===== config.mk =====
export PLATFORM = sky130hd
export DESIGN_NAME = popcount_weighted_accumulator
export DESIGN_NICKNAME = d
export VERILOG_FILES = /design/src/rtl/popcount_weighted_accumulator.sv
export SDC_FILE = /design/constraint.sdc
export NUM_CORES = 1
export LEC_CHECK = 0
export CAP_MARGIN = 25
export CELL_PAD_IN_SITES_DETAIL_PLACEMENT = 1
export CELL_PAD_IN_SITES_GLOBAL_PLACEMENT = 1
export CORE_UTILIZATION = 39
export DETAILED_ROUTE_END_ITERATION = 6
export GPL_ROUTABILITY_DRIVEN = 0
export HOLD_SLACK_MARGIN = 0.15
export PLACE_DENSITY_LB_ADDON = 0.05
export RECOVER_POWER = 100
export SYNTH_ARGS = -nofsm -noshare
export SYNTH_HDL_FRONTEND = slang
export SYNTH_SLANG_ARGS = --single-unit

===== constraint.sdc =====
create_clock -name clk -period 5.15 [get_ports clk]
set_clock_uncertainty 0.2 [all_clocks]
set_input_delay 1.03 -clock clk [delete_from_list [all_inputs] [get_ports clk]]
set_output_delay 1.03 -clock clk [all_outputs]
set_load 0.1 [all_outputs]

===== src/rtl/popcount_weighted_accumulator.sv =====
// Frame-based weighted popcount accumulator: word k of each PHASES-word frame adds popcount<<k.
// Two-stage pipeline, result on valid/ready with sticky overflow; input stalls while a result is pending.
module popcount_weighted_accumulator #(
  parameter int DATA_W = 16,
  parameter int PHASES = 4,
  parameter int ACC_W  = 8,
  parameter int SAT_EN = 0
) (
  input  logic              clk,
  input  logic              rst,
  input  logic              clear,
  input  logic [DATA_W-1:0] in_data,
  input  logic              in_valid,
  output logic              in_ready,
  output logic [ACC_W-1:0]  out_result,
  output logic              out_ovf,
  output logic              out_valid,
  input  logic              out_ready
);

  localparam int PC_W   = $clog2(DATA_W + 1);
  localparam int PH_W   = (PHASES > 1) ? $clog2(PHASES) : 1;
  localparam int TERM_W = PC_W + PHASES - 1;
  localparam int SUM_W  = ((ACC_W > TERM_W) ? ACC_W : TERM_W) + 1;

  localparam logic [PH_W-1:0]  LAST_PH = PH_W'(PHASES - 1);
  localparam logic [SUM_W-1:0] ACC_MAX = {{(SUM_W-ACC_W){1'b0}}, {ACC_W{1'b1}}};

  typedef enum logic [1:0] {ACCUM, CLOSED, OUTPUT} state_t;

  state_t            state;
  logic [PH_W-1:0]   phase;
  logic [ACC_W-1:0]  acc;
  logic              ovf;

  logic              a_valid;
  logic [DATA_W-1:0] a_data;
  logic [PH_W-1:0]   a_phase;
  logic              a_last;

  logic [TERM_W-1:0] term;
  logic [SUM_W-1:0]  sum;
  logic              ovf_step;
  logic [ACC_W-1:0]  acc_next;
  logic              take;

  function automatic logic [PC_W-1:0] popcount(input logic [DATA_W-1:0] w);
    logic [PC_W-1:0] c;
    c = '0;
    for (int i = 0; i < DATA_W; i++) c = c + PC_W'(w[i]);
    return c;
  endfunction

  assign take = in_valid && in_ready;

  // Full-precision sum so a single oversized term is caught even with acc==0.
  always_comb begin
    term     = TERM_W'(popcount(a_data)) << a_phase;
    sum      = SUM_W'(acc) + SUM_W'(term);
    ovf_step = (sum > ACC_MAX);
    if (ovf_step && (SAT_EN != 0)) acc_next = '1;
    else                           acc_next = sum[ACC_W-1:0];
  end

  always_ff @(posedge clk or posedge rst) begin
    if (rst) begin
      state      <= ACCUM;
      phase      <= '0;
      acc        <= '0;
      ovf        <= 1'b0;
      a_valid    <= 1'b0;
      a_data     <= '0;
      a_phase    <= '0;
      a_last     <= 1'b0;
      in_ready   <= 1'b1;
      out_result <= '0;
      out_ovf    <= 1'b0;
      out_valid  <= 1'b0;
    end else if (clear) begin
      state     <= ACCUM;
      phase     <= '0;
      acc       <= '0;
      ovf       <= 1'b0;
      a_valid   <= 1'b0;
      in_ready  <= 1'b1;
      out_valid <= 1'b0;
    end else begin
      // Stage A: capture the word with its position in the frame.
      a_valid <= take;
      if (take) begin
        a_data  <= in_data;
        a_phase <= phase;
        a_last  <= (phase == LAST_PH);
        phase   <= (phase == LAST_PH) ? '0 : phase + PH_W'(1);
      end

      // Stage B: accumulate; the last word publishes and clears for the next frame.
      if (a_valid) begin
        if (a_last) begin
          out_result <= acc_next;
          out_ovf    <= ovf | ovf_step;
          acc        <= '0;
          ovf        <= 1'b0;
        end else begin
          acc <= acc_next;
          ovf <= ovf | ovf_step;
        end
      end

      case (state)
        ACCUM: begin
          if (take && (phase == LAST_PH)) begin
            in_ready <= 1'b0;
            state    <= CLOSED;
          end
        end
        CLOSED: begin
          if (a_valid && a_last) begin
            out_valid <= 1'b1;
            state     <= OUTPUT;
          end
        end
        OUTPUT: begin
          if (out_ready) begin
            out_valid <= 1'b0;
            in_ready  <= 1'b1;
            state     <= ACCUM;
          end
        end
        default: state <= ACCUM;
      endcase
    end
  end

endmodule


# After elaboration in Yosys (flattened, before gate mapping)
# Cells that the tools add are included.
totals:
  register_bits: 44
  latch_bits: 0
  mem_bits_rw: 0
  mem_bits_ro: 0
  inputBits: 21
  out_inout_bits: 11
  elab_cells: 75
  n_memories: 0
classes:
  n_addsub: 17
  multipliers: 0
  div: 0
  order_cmp: 1
  n_eq_ne: 6
  n_shift: 1
  n_mux: 23
  bitwise_logic: 2
  n_reduce_logical: 13
op_table:
  columns: ["cell", "count"]
  rows:
  - ["adder 5 x 1 -> 5 bit", 11]
  - ["two-way mux 8 bit", 3]
  - ["two-way mux 2 bit", 7]
  - ["AND reduction 3 bit", 4]
  - ["two-way mux 1 bit", 10]
  - ["adder 8 x 8 -> 9 bit", 1]
  - ["> comparator 9 x 8 -> 1 bit (second input constant)", 1]
  - ["inequality test 3 bit (second input constant)", 3]
  - ["left shift 5 x 2 -> 8 bit", 1]
  - ["one-hot mux 2 bit (3 select lines)", 1]
  - ["nonzero test 3 bit", 2]
  - ["adder 4 x 1 -> 5 bit", 1]
  - ["adder 3 x 1 -> 4 bit", 1]
  - ["equality test 2 bit (second input constant)", 2]
  - ["one-hot mux 1 bit (2 select lines)", 2]
  - ["nonzero test 2 bit", 2]
  - ["adder 2 x 1 -> 3 bit", 1]
  - ["logical AND 1 bit", 3]
  - ["adder 1 x 1 -> 2 bit", 1]
  - ["adder 2 x 1 -> 2 bit (second input constant)", 1]
  - ["equality test 2 x 1 -> 1 bit (second input constant)", 1]
  - ["zero test 2 bit", 1]
  - ["AND reduction 2 bit", 1]
  - ["inverter 1 bit", 1]
  - ["bitwise OR 1 bit", 1]

# Depth between registers and ports, before layout
logic_depth:
  ltp_word: 22
  ltp_mapped: 20
  ltp_nobuf: 20

# Least setup slack after synthesis
# OpenSTA, ideal clock, no wires.
synth_path:
  kind: "register to register"
  startpoint: "reg a_data[11]"
  endpoint: "reg out_result[6]"
  setup_ps: 126
  arrival_time_ps: 4651
  t_required_ps: 4824
  slack_ps: 174
  stages_incl_launch_ff: 18
  n_path_buf: 0
  period_less_slack_ps: 4976
  path_cell_list: "dfrtp_1 > fa_1 > inv_1 > fa_1 > fa_1 > fa_1 > inv_1 > ha_1 > inv_1 > fa_1 > xnor2_1 > mux4_2 > ha_1 > o211ai_1 > a21oi_1 > a211oi_2 > xnor2_1 > mux2_2"
synth_via:
  elab_chain_len: 7
synth_rtl:
  columns: ["item", "line_no", "source"]
  rows:
  - ["start, declared", "37", "logic [DATA_W-1:0] a_data;"]
  - ["start signal, assigned", "91", "a_data <= in_data;"]
  - ["adder 5 x 1 -> 5 bit (5 in series)", "50", "for (int i = 0; i < DATA_W; i++) c = c + PC_W'(w[i]);"]
  - ["left shift 5 x 2 -> 8 bit", "58", "term = TERM_W'(popcount(a_data)) << a_phase;"]
  - ["adder 8 x 8 -> 9 bit", "59", "sum = SUM_W'(acc) + SUM_W'(term);"]
  - ["end signal, assigned", "100", "out_result <= acc_next;"]
  - ["end, declared", "15", "output logic [ACC_W-1:0] out_result,"]
# No other way between the ends.
# A chain may end at the register's enable or synchronous reset.

# Worst setup path after layout
layout_path:
  startpoint: "reg a_data[11]"
  endpoint: "reg acc[5]"
layout_via:
  elab_chain_len: 10
layout_rtl:
  columns: ["item", "line_no", "source"]
  rows:
  - ["adder 5 x 1 -> 5 bit (5 in series)", "50", null]
  - ["left shift 5 x 2 -> 8 bit", "58", null]
  - ["adder 8 x 8 -> 9 bit", "59", null]
  - ["two-way mux 8 bit", "99", "if (a_last) begin"]
  - ["two-way mux 8 bit", "98", "if (a_valid) begin"]
  - ["two-way mux 8 bit", "79", "end else if (clear) begin"]
  - ["end signal, assigned", "105", "acc <= acc_next;"]
  - ["end, declared", "33", "logic [ACC_W-1:0] acc;"]
# No other way between the ends. The select of a mux whose other input is x is not followed.

==> metrics.md <==
| Metric | Value |
|---|---|
| RSZ-0062 raised after global routing | yes |
| Synth top area share | 0.418 |
| Outcome | finished, violations left |
| Fmax | 195 MHz |
| Capturing point of the worst reg2reg path | acc[5] |
| Ant. Diodes | 0 |
| Pre-antenna DRT Iters | 4 |
| Maximum root-to-sink buffer count | 2 |
| Post-DRT Antenna Nets | 0 |
| P&R area growth vs syn | 22.8% |
| Area leader, netlist | dfrtp_1 |
| All-Layer GR Usage | 0.173 |
| Ys Warns | 0 |
| Die Height | 83.3 µm |
| EDFF count, synth | 0 |
| Cells after Synth | 262 |
| Core Box Area | 0.00635 mm² |
| Final hold vios | 0 |
| Reg2Reg Setup Slack | 20 ps |
| Max VDD drop | 0.000323 V |
| Fin nets | 348 |
| Dominant synthesized flop cell | dfrtp_1 |
| Final worst path period share | 0.996 |
| Die area | 0.00693 mm² |
| Failing checks | max-capacitance violations, max-slew violations |
| Clk sinks | 44 |
| Worst Tran Pin Value | 2360 ps |
| Crit path launch type | flop |
| Number of library cell types mapped by synthesis | 46 |
| Area of the multi-input gates | 0.00137 mm² |
| Setup crit end | acc[5] |
| Most instantiated cells after synthesis | 43 x dfrtp_1, 34 x nand2_1, 31 x inv_1 |
| Grt total ovfl | 0 |
| Initial antenna violation count | 0 |
| Layout cells sized above 1 | 0.145 |
| Vias in the first global route | 1,963 |
| Register area | 0.00110 mm² |
| Tmin final | 5130 ps |
| FILL cells | 710 |
| Most frequent cell after synthesis | dfrtp_1 |
| Skew-Pair Late Insertion Delay | 300 ps |
| Number of synthesized register bits | 44 |
| Row cnt | 29 |
| TritonCTS buffer count | 5 |
| Synth Cell Area | 0.00257 mm² |
| Total power | 0.00230 W |
| WHS | 279 ps |
| Clk slew on worst S/H paths | 80 ps |
| CTS tree | yes |
| Endpoints failing setup | 0 |
| Worst EP required | 5130 ps |
| Worst hold path type | reg -> reg |
| H-tree Lvls | 2 |
| Asr flop ratio synth | 1.00 |
| Max Cap Viol | 2 |
| Crit path launch | a_data[11] |
| Pins Over Slew Limit | 73 |
| Initial Utilization | 0.406 |
| Synth Net Count | 308 |
| Pin count of the biggest net entering global routing | 45 |
| Relative slew slack | -0.575 |
| Via density | 5.02 |
| Dpl hpwl | 3980 µm |
| Die Width | 83.3 µm |
| DR WL/cell | 14.5 µm |
| RR Startpoint | a_data[11] |
| DRC | 0 |
| Routed wire length | 5490 µm |
| Worst setup path category | reg -> reg |
| First-pass GRT wire length | 9520 µm |
| Syn avg cell area | 9.83 µm² |
| Sequential cell area fraction in the yosys report | 0.428 |
| Crit path max fanout | 5 |
| CP Capture Type | flop |
| R2R cell count | 19 |
| Top cells by area, synth | dfrtp_1 42%, fa_1 8.6%, ha_1 6.8% |
| Number of port buffers | 31 |
| WP data arrival | 5110 ps |
| Starting DRT DRC Count | 70 |
| P_leak | 1.44 nW |
| CTS root buffer | clkbuf_8 |
| Via count | 1,906 |
| Power Dens Cells | 726 mW/mm² |
| Io pins | 32 |
registers in the layout, summed over array words and instances (netlist names):
register and flops:
a_data 16, out_valid 1, in_ready 1, state 2, a_last 1, out_result 8, a_phase 2, phase 2
acc 8, a_valid 1, out_ovf 1, ovf 1
repair_timing:
action	in CTS	in global routing
hold buffers	0	0
buffers inserted	1	3
resized for setup	4	11
setup endpoints to repair	8	11
pin swaps	2	10
per-layer routing:
metal / vias to the layer above / routed length, µm / global-route usage
met1: 916 / 2730 / 0.243
li1: 958 / - / -
met5: - / 0 / 0
met4: 0 / 81 / 0.0564
met3: 6 / 161 / 0.0378
met2: 26 / 2520 / 0.268
worst min-delay path by stage:
| stage | startpoint | endpoint | slack, ps | cells after the start |
|---|---|---|---|---|
| finish | out_result[1] | out_result[1] | 280 | 2 |
| CTS | out_result[1] | out_result[1] | 290 | 2 |
| global route | out_result[3] | out_result[3] | 320 | 2 |
| global placement | out_result[1] | out_result[1] | 260 | 2 |
| floorplan | acc[4] | acc[4] | 270 | 1 |
| detailed placement | out_result[1] | out_result[1] | 270 | 2 |
cells by family after synthesis:
| logic type | Yosys count | synth area share |
|---|---|---|
| AND/OR/NAND/NOR | 77 | 0.143 |
| AO/OA/AOI/OAI | 54 | 0.128 |
| flip-flops | 44 | 0.428 |
| buffers and inverters | 41 | 0.0612 |
| adder cells (fa/ha/maj) | 25 | 0.154 |
| multiplexers | 12 | 0.0554 |
| XOR/XNOR | 9 | 0.0306 |
report_power, final:
part / switching [W] / total (W) / internal (W)
clock: 0.000118 / 0.000227 / 0.000110
combinational: 0.000883 / 0.00164 / 0.000756
sequential: 0.0000338 / 0.000431 / 0.000397
worst max-delay path, stage by stage (launching register included):
cell and delay, ps:
dfrtp_1 410, fa_1 540, inv_1 50, fa_1 440
fa_1 400, fa_1 530, inv_1 50, ha_1 290
a21o_1 180, a21oi_2 140, xnor2_1 90, buf_4 150
a21oi_2 160, mux2i_1 110, ha_1 400, a21o_1 230
a31oi_2 180, buf_4 150, nor4_1 40, a221o_1 270
cell usage in the layout, fill, tap and decap left out, types with 3 or more instances in the layout:
cell type / Yosys / routed
clkdlybuf4s50_1: 0 / 18
nor2_1: 14 / 14
ha_1: 14 / 12
clkbuf_8: 0 / 6
xor2_1: 4 / 4
fa_1: 11 / 10
buf_4: 0 / 8
nand2b_1: 7 / 7
xnor2_1: 5 / 3
inv_1: 31 / 28
dlygate4sd3_1: 0 / 13
a21oi_1: 12 / 10
a21oi_2: 2 / 4
mux2_2: 8 / 8
nand3_1: 3 / 3
nor3b_1: 3 / 3
o21ai_0: 24 / 23
mux2i_1: 3 / 3
clkbuf_1: 6 / 5
dfrtp_1: 43 / 43
nand2_1: 34 / 34
through the flow:
| step | std cells | area (µm²) | utilization | TNS, ps | setup WS, ps |
|---|---|---|---|---|---|
| floorplan | 262 | 2570 | - | 0 | 174 |
| global placement | 368 | 3000 | 0.473 | 0 | 27.4 |
| detailed placement | 368 | 3000 | 0.473 | -252 | -96.9 |
| CTS | 377 | 3120 | 0.491 | -64.7 | -64.7 |
| global route | 380 | 3160 | 0.498 | -1490 | -221 |
| finish | 380 | 3160 | 0.498 | 0 | 18.1 |
layout make-up:
cell class | count | area share
Multi-Input combinational cell | 177 | 0.433
Sequential cell | 44 | 0.348
Timing Repair Buffer | 43 | 0.123
Inverter | 31 | 0.0368
Tap cell | 77 | 0.0305
Clock buffer | 8 | 0.0285
Note: power is estimated with default switching activity, not from simulation.
